==> src/rtl/adder32_seq_ctrl_if.sv <==
// Operand/result handshake bundle for the byte-serial 32-bit adder.
// Master drives operands and takes results; slave is the sequencer.
interface adder32_seq_ctrl_if;
  logic        in_valid;
  logic        in_ready;
  logic        op_sub;
  logic [31:0] a;
  logic [31:0] b;
  logic        out_valid;
  logic        out_ready;
  logic [31:0] sum;
  logic        cout;
  logic        ovf;

  modport master (
    output in_valid, op_sub, a, b, out_ready,
    input  in_ready, out_valid, sum, cout, ovf
  );

  modport slave (
    input  in_valid, op_sub, a, b, out_ready,
    output in_ready, out_valid, sum, cout, ovf
  );
endinterface

==> src/rtl/adder32_seq_ctrl.sv <==
// 32-bit add/sub over four cycles through one 8-bit lookahead slice.
// Subtract support is enabled by defining ADDER32_SEQ_SUB_EN.
module all_gates_a (
  input  logic [7:0] a,
  input  logic [7:0] b,
  input  logic       car,
  output logic [7:0] s
);
  logic [7:0] w_g;
  logic [7:0] w_p;
  logic [8:0] w_c;

  assign w_g = a & b;
  assign w_p = a ^ b;

  always_comb begin
    w_c[0] = car;
    for (int i = 0; i < 8; i++) begin
      w_c[i+1] = w_g[i] | (w_p[i] & w_c[i]);
    end
  end

  assign s = w_p ^ w_c[7:0];
endmodule

module adder32_seq_ctrl (
  input  logic               clk,
  input  logic               rst_n,
  adder32_seq_ctrl_if.slave  bus
);
  typedef enum logic [1:0] {
    S_IDLE,
    S_CALC,
    S_DONE
  } state_t;

  state_t      r_state;
  state_t      w_next;
  logic        w_accept;
  logic        w_in_ready;
  logic        w_out_valid;

  logic [31:0] r_a;
  logic [31:0] r_b;
  logic [31:0] r_sum;
  logic [1:0]  r_idx;
  logic        r_c;
  logic        r_cout;
  logic        r_ovf;

  logic        w_sub;
  logic [31:0] w_b_in;
  logic [7:0]  w_sa;
  logic [7:0]  w_sb;
  logic [7:0]  w_s;
  logic        w_cnext;
  logic        w_ovf;

`ifdef ADDER32_SEQ_SUB_EN
  assign w_sub  = bus.op_sub;
  assign w_b_in = bus.op_sub ? ~bus.b : bus.b;
`else
  logic w_unused_sub;
  assign w_unused_sub = bus.op_sub;
  assign w_sub        = 1'b0;
  assign w_b_in       = bus.b;
`endif

  assign w_sa = r_a[{r_idx, 3'b000} +: 8];
  assign w_sb = r_b[{r_idx, 3'b000} +: 8];

  all_gates_a u_slice (
    .a   (w_sa),
    .b   (w_sb),
    .car (r_c),
    .s   (w_s)
  );

  // Slice has no carry-out; recover it from the MSBs.
  assign w_cnext = (w_sa[7] & w_sb[7])
                 | ((w_sa[7] ^ w_sb[7]) & ~w_s[7]);
  assign w_ovf   = (r_a[31] == r_b[31]) & (w_s[7] != r_a[31]);

  always_ff @(posedge clk or negedge rst_n) begin
    if (!rst_n) begin
      r_state <= S_IDLE;
    end else begin
      r_state <= w_next;
    end
  end

  always_comb begin
    w_next      = r_state;
    w_accept    = 1'b0;
    w_in_ready  = 1'b0;
    w_out_valid = 1'b0;
    unique case (r_state)
      S_IDLE: begin
        w_in_ready = 1'b1;
        if (bus.in_valid) begin
          w_accept = 1'b1;
          w_next   = S_CALC;
        end
      end
      S_CALC: begin
        if (r_idx == 2'd3) w_next = S_DONE;
      end
      S_DONE: begin
        w_out_valid = 1'b1;
        if (bus.out_ready) w_next = S_IDLE;
      end
      default: w_next = S_IDLE;
    endcase
  end

  always_ff @(posedge clk or negedge rst_n) begin
    if (!rst_n) begin
      r_a    <= '0;
      r_b    <= '0;
      r_sum  <= '0;
      r_idx  <= '0;
      r_c    <= 1'b0;
      r_cout <= 1'b0;
      r_ovf  <= 1'b0;
    end else if (w_accept) begin
      r_a   <= bus.a;
      r_b   <= w_b_in;
      r_c   <= w_sub;
      r_idx <= '0;
    end else if (r_state == S_CALC) begin
      r_sum[{r_idx, 3'b000} +: 8] <= w_s;
      r_c   <= w_cnext;
      r_idx <= r_idx + 2'd1;
      // Flags are latched with the top byte so DONE holds them steady.
      if (r_idx == 2'd3) begin
        r_cout <= w_cnext;
        r_ovf  <= w_ovf;
      end
    end
  end

  assign bus.in_ready  = w_in_ready;
  assign bus.out_valid = w_out_valid;
  assign bus.sum       = r_sum;
  assign bus.cout      = r_cout;
  assign bus.ovf       = r_ovf;
endmodule

==> src/flat_wrapper.sv <==
// flat-port wrapper written by rule: the top's interface ports become plain ports
module adder32_seq_ctrl_flat 
  (clk, rst_n, bus_in_valid, bus_op_sub, bus_a, bus_b, bus_out_ready, bus_in_ready, bus_out_valid, bus_sum, bus_cout, bus_ovf);
  adder32_seq_ctrl_if bus_i ();
  input  logic clk;
  input  logic rst_n;
  input wire logic [$bits(bus_i.in_valid)-1:0] bus_in_valid;
  input wire logic [$bits(bus_i.op_sub)-1:0] bus_op_sub;
  input wire logic [$bits(bus_i.a)-1:0] bus_a;
  input wire logic [$bits(bus_i.b)-1:0] bus_b;
  input wire logic [$bits(bus_i.out_ready)-1:0] bus_out_ready;
  output wire logic [$bits(bus_i.in_ready)-1:0] bus_in_ready;
  output wire logic [$bits(bus_i.out_valid)-1:0] bus_out_valid;
  output wire logic [$bits(bus_i.sum)-1:0] bus_sum;
  output wire logic [$bits(bus_i.cout)-1:0] bus_cout;
  output wire logic [$bits(bus_i.ovf)-1:0] bus_ovf;
  assign bus_i.in_valid = bus_in_valid;
  assign bus_i.op_sub = bus_op_sub;
  assign bus_i.a = bus_a;
  assign bus_i.b = bus_b;
  assign bus_i.out_ready = bus_out_ready;
  assign bus_in_ready = bus_i.in_ready;
  assign bus_out_valid = bus_i.out_valid;
  assign bus_sum = bus_i.sum;
  assign bus_cout = bus_i.cout;
  assign bus_ovf = bus_i.ovf;
  adder32_seq_ctrl u_core (.clk(clk), .rst_n(rst_n), .bus(bus_i));
endmodule
==> config.mk <==
export PLATFORM = sky130hd
export DESIGN_NAME = adder32_seq_ctrl_flat
export DESIGN_NICKNAME = d
export VERILOG_FILES = /design/src/rtl/adder32_seq_ctrl_if.sv /design/src/rtl/adder32_seq_ctrl.sv /design/src/flat_wrapper.sv
export SDC_FILE = /design/constraint.sdc
export NUM_CORES = 1
export LEC_CHECK = 0
export CAP_MARGIN = 0
export CORE_UTILIZATION = 50
export CTS_CLUSTER_DIAMETER = 50
export DETAILED_ROUTE_END_ITERATION = 10
export PLACE_DENSITY = 0.8
export SYNTH_ARGS = -nofsm -noshare
export SYNTH_HDL_FRONTEND = slang
export SYNTH_SLANG_ARGS = --single-unit
==> constraint.sdc <==
create_clock -name clk -period 6.2 [get_ports clk]
set_clock_uncertainty 0.2 [all_clocks]
set_input_delay 0.62 -clock clk [delete_from_list [all_inputs] [get_ports clk]]
set_output_delay 0.62 -clock clk [all_outputs]
set_load 0.1 [all_outputs]
# After elaboration in Yosys (flattened, before gate mapping)
# Index checks and enable logic that the tools add are counted.
[classes]
n_eq_ne = 8
muxes = 13
add_sub_neg = 2
bitwise_logic = 24
n_reduce_logical = 5
n_shift = 4
[op_table]
columns = ["cell", "count"]
rows = [
  ["$shiftx A32 B6 Y8", 2],
  ["$bwmux W32", 1],
  ["$shift A8 B7 Y32 const A", 1],
  ["$shiftx A8 B7 Y32", 1],
  ["$xor A8 B8 Y8", 2],
  ["$and A1 B1 Y1", 10],
  ["$mux W2", 5],
  ["$or A1 B1 Y1", 8],
  ["$and A7 B7 Y7", 1],
  ["$neg A5 Y7", 1],
  ["$mux W1", 6],
  ["$pmux W2 S3", 1],
  ["$reduce_and A3 Y1", 2],
  ["$eq A2 B2 Y1 const B", 2],
  ["$ne A2 B2 Y1 const B", 2],
  ["$add A2 B1 Y2 const B", 1],
  ["$eq A2 B1 Y1 const B", 1],
  ["$logic_not A2 Y1", 1],
  ["$ne A2 B1 Y1 const B", 1],
  ["$not A1 Y1", 2],
  ["$reduce_and A2 Y1", 1],
  ["$reduce_bool A2 Y1", 1],
  ["$eq A1 B1 Y1", 1],
  ["$ne A1 B1 Y1", 1],
  ["$xor A1 B1 Y1", 1],
]
[word_totals]
ff_bits = 103
inputBits = 69
elab_cells = 64
output_inout_bits = 36

# Longest topological paths before layout
[depth]
depth_word = 22
depth_mapped = 16
mapped_depth_nobuf = 14

# Hierarchy
# From an unflattened synthesis, not the netlist that was laid out.
[hier_totals]
cells_unflattened = 299
area_unflattened_um2 = 4903.5
[modules_own_cells]
columns = ["module", "cells_per_inst", "seq_area_each_um2", "area_per_inst_um2", "instances"]
rows = [
  ["adder32_seq_ctrl", 286, 2577.5, 4720.8, 1],
  ["all_gates_a", 13, 0.0, 182.7, 1],
]

# Least setup slack after synthesis
# No wires, ideal clock.
[synth_timing]
path_type = "register to register"
startpoint = "register u_core.r_idx[0]"
endpoint = "register u_core.r_ovf, in the netlist u_core.bus.ovf"
arrival_ps = 4466
path_slack_ps = 1408
n_path_buf = 2
synth_period_minus_slack_ps = 4792
t_required_ps = 5874
setup_time_ps = 126
path_stages_with_launch = 17
cell_sequence = "dfrtp_1 buf_4 buf_6 mux4_2 fa_1 inv_1 fa_1 fa_1 fa_1 fa_1 fa_1 fa_1 inv_1 fa_1 nand2b_1 o22ai_1 mux2_2"
[synth_via]
elab_chain_len = 19
elab_cells_between_ends = 23
classes_between = "2 x eq/ne; 2 x shift; 18 x bitwise; 1 x reduce/logical"
[synth_rtl]
columns = ["element", "line", "text"]
rows = [
  ["start: declaration", "adder32_seq_ctrl.sv:46", "logic [1:0] r_idx;"],
  ["start signal: assignment", "adder32_seq_ctrl.sv:133", "r_idx <= r_idx + 2'd1;"],
  ["$shiftx A32 B6 Y8, on equally long branches", "adder32_seq_ctrl.sv:69, adder32_seq_ctrl.sv:70", ""],
  ["$xor A8 B8 Y8", "adder32_seq_ctrl.sv:14", "assign w_p = a ^ b;"],
  ["$and A1 B1 Y1", "adder32_seq_ctrl.sv:19", "w_c[i+1] = w_g[i] | (w_p[i] & w_c[i]);"],
  ["$or A1 B1 Y1", "adder32_seq_ctrl.sv:19", ""],
  ["$and A1 B1 Y1", "adder32_seq_ctrl.sv:19", ""],
  ["$or A1 B1 Y1", "adder32_seq_ctrl.sv:19", ""],
  ["$and A1 B1 Y1", "adder32_seq_ctrl.sv:19", ""],
  ["$or A1 B1 Y1", "adder32_seq_ctrl.sv:19", ""],
  ["(+3 left out)", "n/a", ""],
  ["$or A1 B1 Y1", "adder32_seq_ctrl.sv:19", ""],
  ["$and A1 B1 Y1", "adder32_seq_ctrl.sv:19", ""],
  ["$or A1 B1 Y1", "adder32_seq_ctrl.sv:19", ""],
  ["$and A1 B1 Y1", "adder32_seq_ctrl.sv:19", ""],
  ["$or A1 B1 Y1", "adder32_seq_ctrl.sv:19", ""],
  ["$xor A8 B8 Y8", "adder32_seq_ctrl.sv:23", "assign s = w_p ^ w_c[7:0];"],
  ["$ne A1 B1 Y1", "adder32_seq_ctrl.sv:82", "assign w_ovf = (r_a[31] == r_b[31]) & (w_s[7] != r_a[31]);"],
  ["$and A1 B1 Y1", "adder32_seq_ctrl.sv:82", ""],
  ["end signal: assignment", "adder32_seq_ctrl.sv:137", "r_ovf <= w_ovf;"],
  ["end: declaration", "adder32_seq_ctrl.sv:49", "logic r_ovf;"],
]
# Several ways; a longest one is shown, not always the timed one.
# A chain may end at the register's enable or synchronous reset.

# Worst setup path in the final report
# Same ends and word-level chain as after synthesis.

==> impl_results.rst <==
.. list-table::
   :header-rows: 1

   * - Metric
     - Value
   * - Die Footprint
     - 9450 µm²
   * - Vias post-DR
     - 2854
   * - Area fraction in and, or, nand and nor cells after synthesis
     - 3.23%
   * - Vertical die dimension
     - 97.2 µm
   * - Sum of net half-perimeters after detailed placement
     - 6710 µm
   * - Share of Yosys cell area claimed by the top area cell type
     - 56.9%
   * - Number of antenna violations at the first check in global routing
     - 0
   * - Fraction of layout cells with a size suffix above 1
     - 22.4%
   * - Syn Inst Count
     - 294
   * - Htree depth
     - 3
   * - Share of synthesized area occupied by flip-flops and latches
     - 56.9%
   * - Number of enable-type register cells in the synthesized netlist
     - 0
   * - Number of buffers added on ports
     - 103
   * - Area growth syn-to-layout
     - 29.8%
   * - Global-route total usage across every layer
     - 20.8%
   * - Clk slew on worst S/H paths
     - 0.10 ns
   * - Boundary Pins
     - 105
   * - Number of setup buffers added after CTS
     - 0
   * - Slew at the pin closest to its max-slew limit
     - 0.982 ns
   * - Number of gates given a new drive strength after cts
     - 0
   * - Number of unique standard cell types used by synthesis
     - 31
   * - Wire length of the first global-routing pass
     - 15200 µm
   * - CTS tree
     - done
   * - Final number of setup-violating endpoints
     - 0
   * - Compound-gate portion of the synthesized area
     - 6.98%
   * - Worst-Skew Late Latency
     - 0.36 ns
   * - Post-synthesis instance area
     - 4530 µm²
   * - Largest net degree at the start of global routing
     - 69
   * - Most common cell in the synthesized netlist
     - dfrtp_1
   * - Setup repair after global routing missed its margin
     - false
   * - Synthesized-area fraction occupied by xor and xnor cells
     - 0%
   * - Library cell occupying the most area in the post-synthesis netlist
     - dfrtp_1
   * - Top_reg_cell synth
     - dfrtp_1
   * - Number of nets in the finished design
     - 484
   * - Startpoint class of the critical path
     - flip-flop
   * - Root buffer cell
     - clkbuf_8
   * - Biggest fanout along the worst timing path
     - 15
   * - Number of DRC violations after detailed routing
     - 0
   * - Mapped Nets
     - 377
   * - DRT Pass-1 Iters
     - 4
   * - Dominant combinational cell family by area after synthesis
     - multiplexers
   * - Total Routed Length
     - 9080 µm
   * - Crit path DAT
     - 5.27 ns
   * - Crit end category
     - flip-flop
   * - Async S/R FF share, synth
     - 100%
   * - Routability congestion estimate
     - 0.802
   * - Remaining number of nets flagged by the antenna check after routing
     - 0
   * - Die width
     - 97.2 µm
   * - YS warnings
     - 0
   * - Min-Delay Path Class
     - in -> async
   * - Run status
     - completed
   * - Mux share of post-synthesis cell area
     - 24.3%
   * - Clock Path Buffers
     - 2
   * - Number of buffers inserted during clock tree synthesis
     - 9
   * - Slew headroom
     - 34.3%
   * - Area of the core
     - 8760 µm²
   * - Count of hold buffers inserted by post-cts repair
     - 0
   * - Antenna cell count
     - 0
   * - Mean number of vias per cell
     - 5.55
   * - Count of clock tree sinks
     - 103
   * - Leading cell types by count after synthesis
     - dfrtp_1, mux2_2, o2bb2ai_1
   * - Final Cycle Share
     - 84.3%
   * - Final sum of negative setup slack
     - 0 ns
   * - Final period demand of the worst path
     - 5.23 ns
   * - Total grt overflow
     - 0
   * - Vias in the first global route
     - 3008
   * - Placement Rows
     - 34
   * - Initial core utilization
     - 51.7%
   * - Upper clock frequency limit
     - 0.191 GHz
   * - Routed length per instance
     - 17.7 µm
   * - WP data required
     - 6.24 ns
   * - Max-Cap Viols
     - 0
   * - Post-synthesis sequential element count
     - 103
   * - Path type of the worst setup path
     - reg -> reg
   * - Number of slew-limit violations in the final report
     - 0
   * - Leading cell types by total area after synthesis
     - dfrtp_1, mux2_2, mux4_2
   * - Final Hold Viols
     - 0
   * - Post-Synth Adder-Cell Area
     - 5.19%
   * - Drt initial violations
     - 93
   * - Syn Area/Cell
     - 15.4 µm²
## state kept, by name, indices dropped and copies added (netlist names)
register,flops
u_core.r_c,1
u_core.r_idx,2
u_core.bus.ovf,1
u_core.bus.cout,1
u_core.r_state,2
u_core.r_b,32
u_core.bus.sum,32
u_core.r_a,32
## kinds of logic (layout without fill, tap and decap cells)
kind of cell	after synthesis	after routing
AOI/OAI and AO/OA	38	38
adders and majority gates	14	14
buffers and inverters	32	144
DFF	103	103
muxes	82	82
and+or+nand+nor	25	25
## path summary, 6_finish.rpt
check                           startpoint                  to  slack [ns]  depth (start not counted)
max                        u_core.r_idx[0]      u_core.bus.ovf        0.97                         14
max reg2reg                u_core.r_idx[0]      u_core.bus.ovf        0.97                         14
min                                  rst_n  u_core.bus.sum[15]        0.04                          1
min reg2reg                 u_core.r_a[30]      u_core.r_a[30]        0.29                          1
max in group asynchronous            rst_n   u_core.r_state[1]        4.61                          2
min in group clk            u_core.r_a[30]      u_core.r_a[30]        0.29                          1
## metrics by stage
stage / setup WS [ns] / std cells / hold slack (ns) / util [%] / instance area (µm²)
detailed placement: 0.978 / 498 / 0.273 / 64.6 / 5670
global placement: 1.12 / 498 / 0.263 / 64.6 / 5670
CTS: 0.929 / 514 / 0.0537 / 67.1 / 5880
floorplan: 1.41 / 294 / 0.124 / - / 4530
global route: 0.778 / 514 / 0.0790 / 67.1 / 5880
finish: 0.974 / 514 / 0.0446 / 67.1 / 5880
## area by class of cell
class                      count  area (µm²)
sequential                   103        2580
timing repair buffer         109        1070
clock buffer                   9         124
clock inverter                 7        95.1
fill                         633        2880
multi-input combinational    159        1810
inverter                      19        71.3
tap                          108         135
## critical path, cell delays in order (launching register included)
cell      delay [ns]
dfrtp_1         0.76
buf_4           0.29
mux4_2          0.26
inv_1           0.06
fa_1            0.43
fa_1            0.41
fa_1            0.43
fa_1            0.43
fa_1            0.41
fa_1            0.37
inv_1           0.09
fa_1            0.51
nand2b_1        0.12
o22ai_1         0.07
mux2_2          0.26
## layer usage
layer	vias to the layer above	GRT usage [%]	share of wire, %
li1	1289	-	-
met1	1459	27.9	44
met2	96	34.1	50
met3	10	4.96	5.6
met4	0	6.45	1.1
met5	-	0	0
## placed cells by master, fill, tap and decap left out, types with 8 or more instances in the layout
| cell type | count |
|---|---|
| dfrtp_1 | 103 |
| clkdlybuf4s50_1 | 102 |
| mux2_2 | 49 |
| o2bb2ai_1 | 28 |
| inv_1 | 19 |
| mux2_1 | 17 |
| mux4_2 | 16 |
| nand2_1 | 10 |
| clkbuf_8 | 9 |
| fa_1 | 8 |
Power is left out: the tool's default activity adds up to more than one toggle a clock period on the data nets, which glitch-free logic cannot reach.
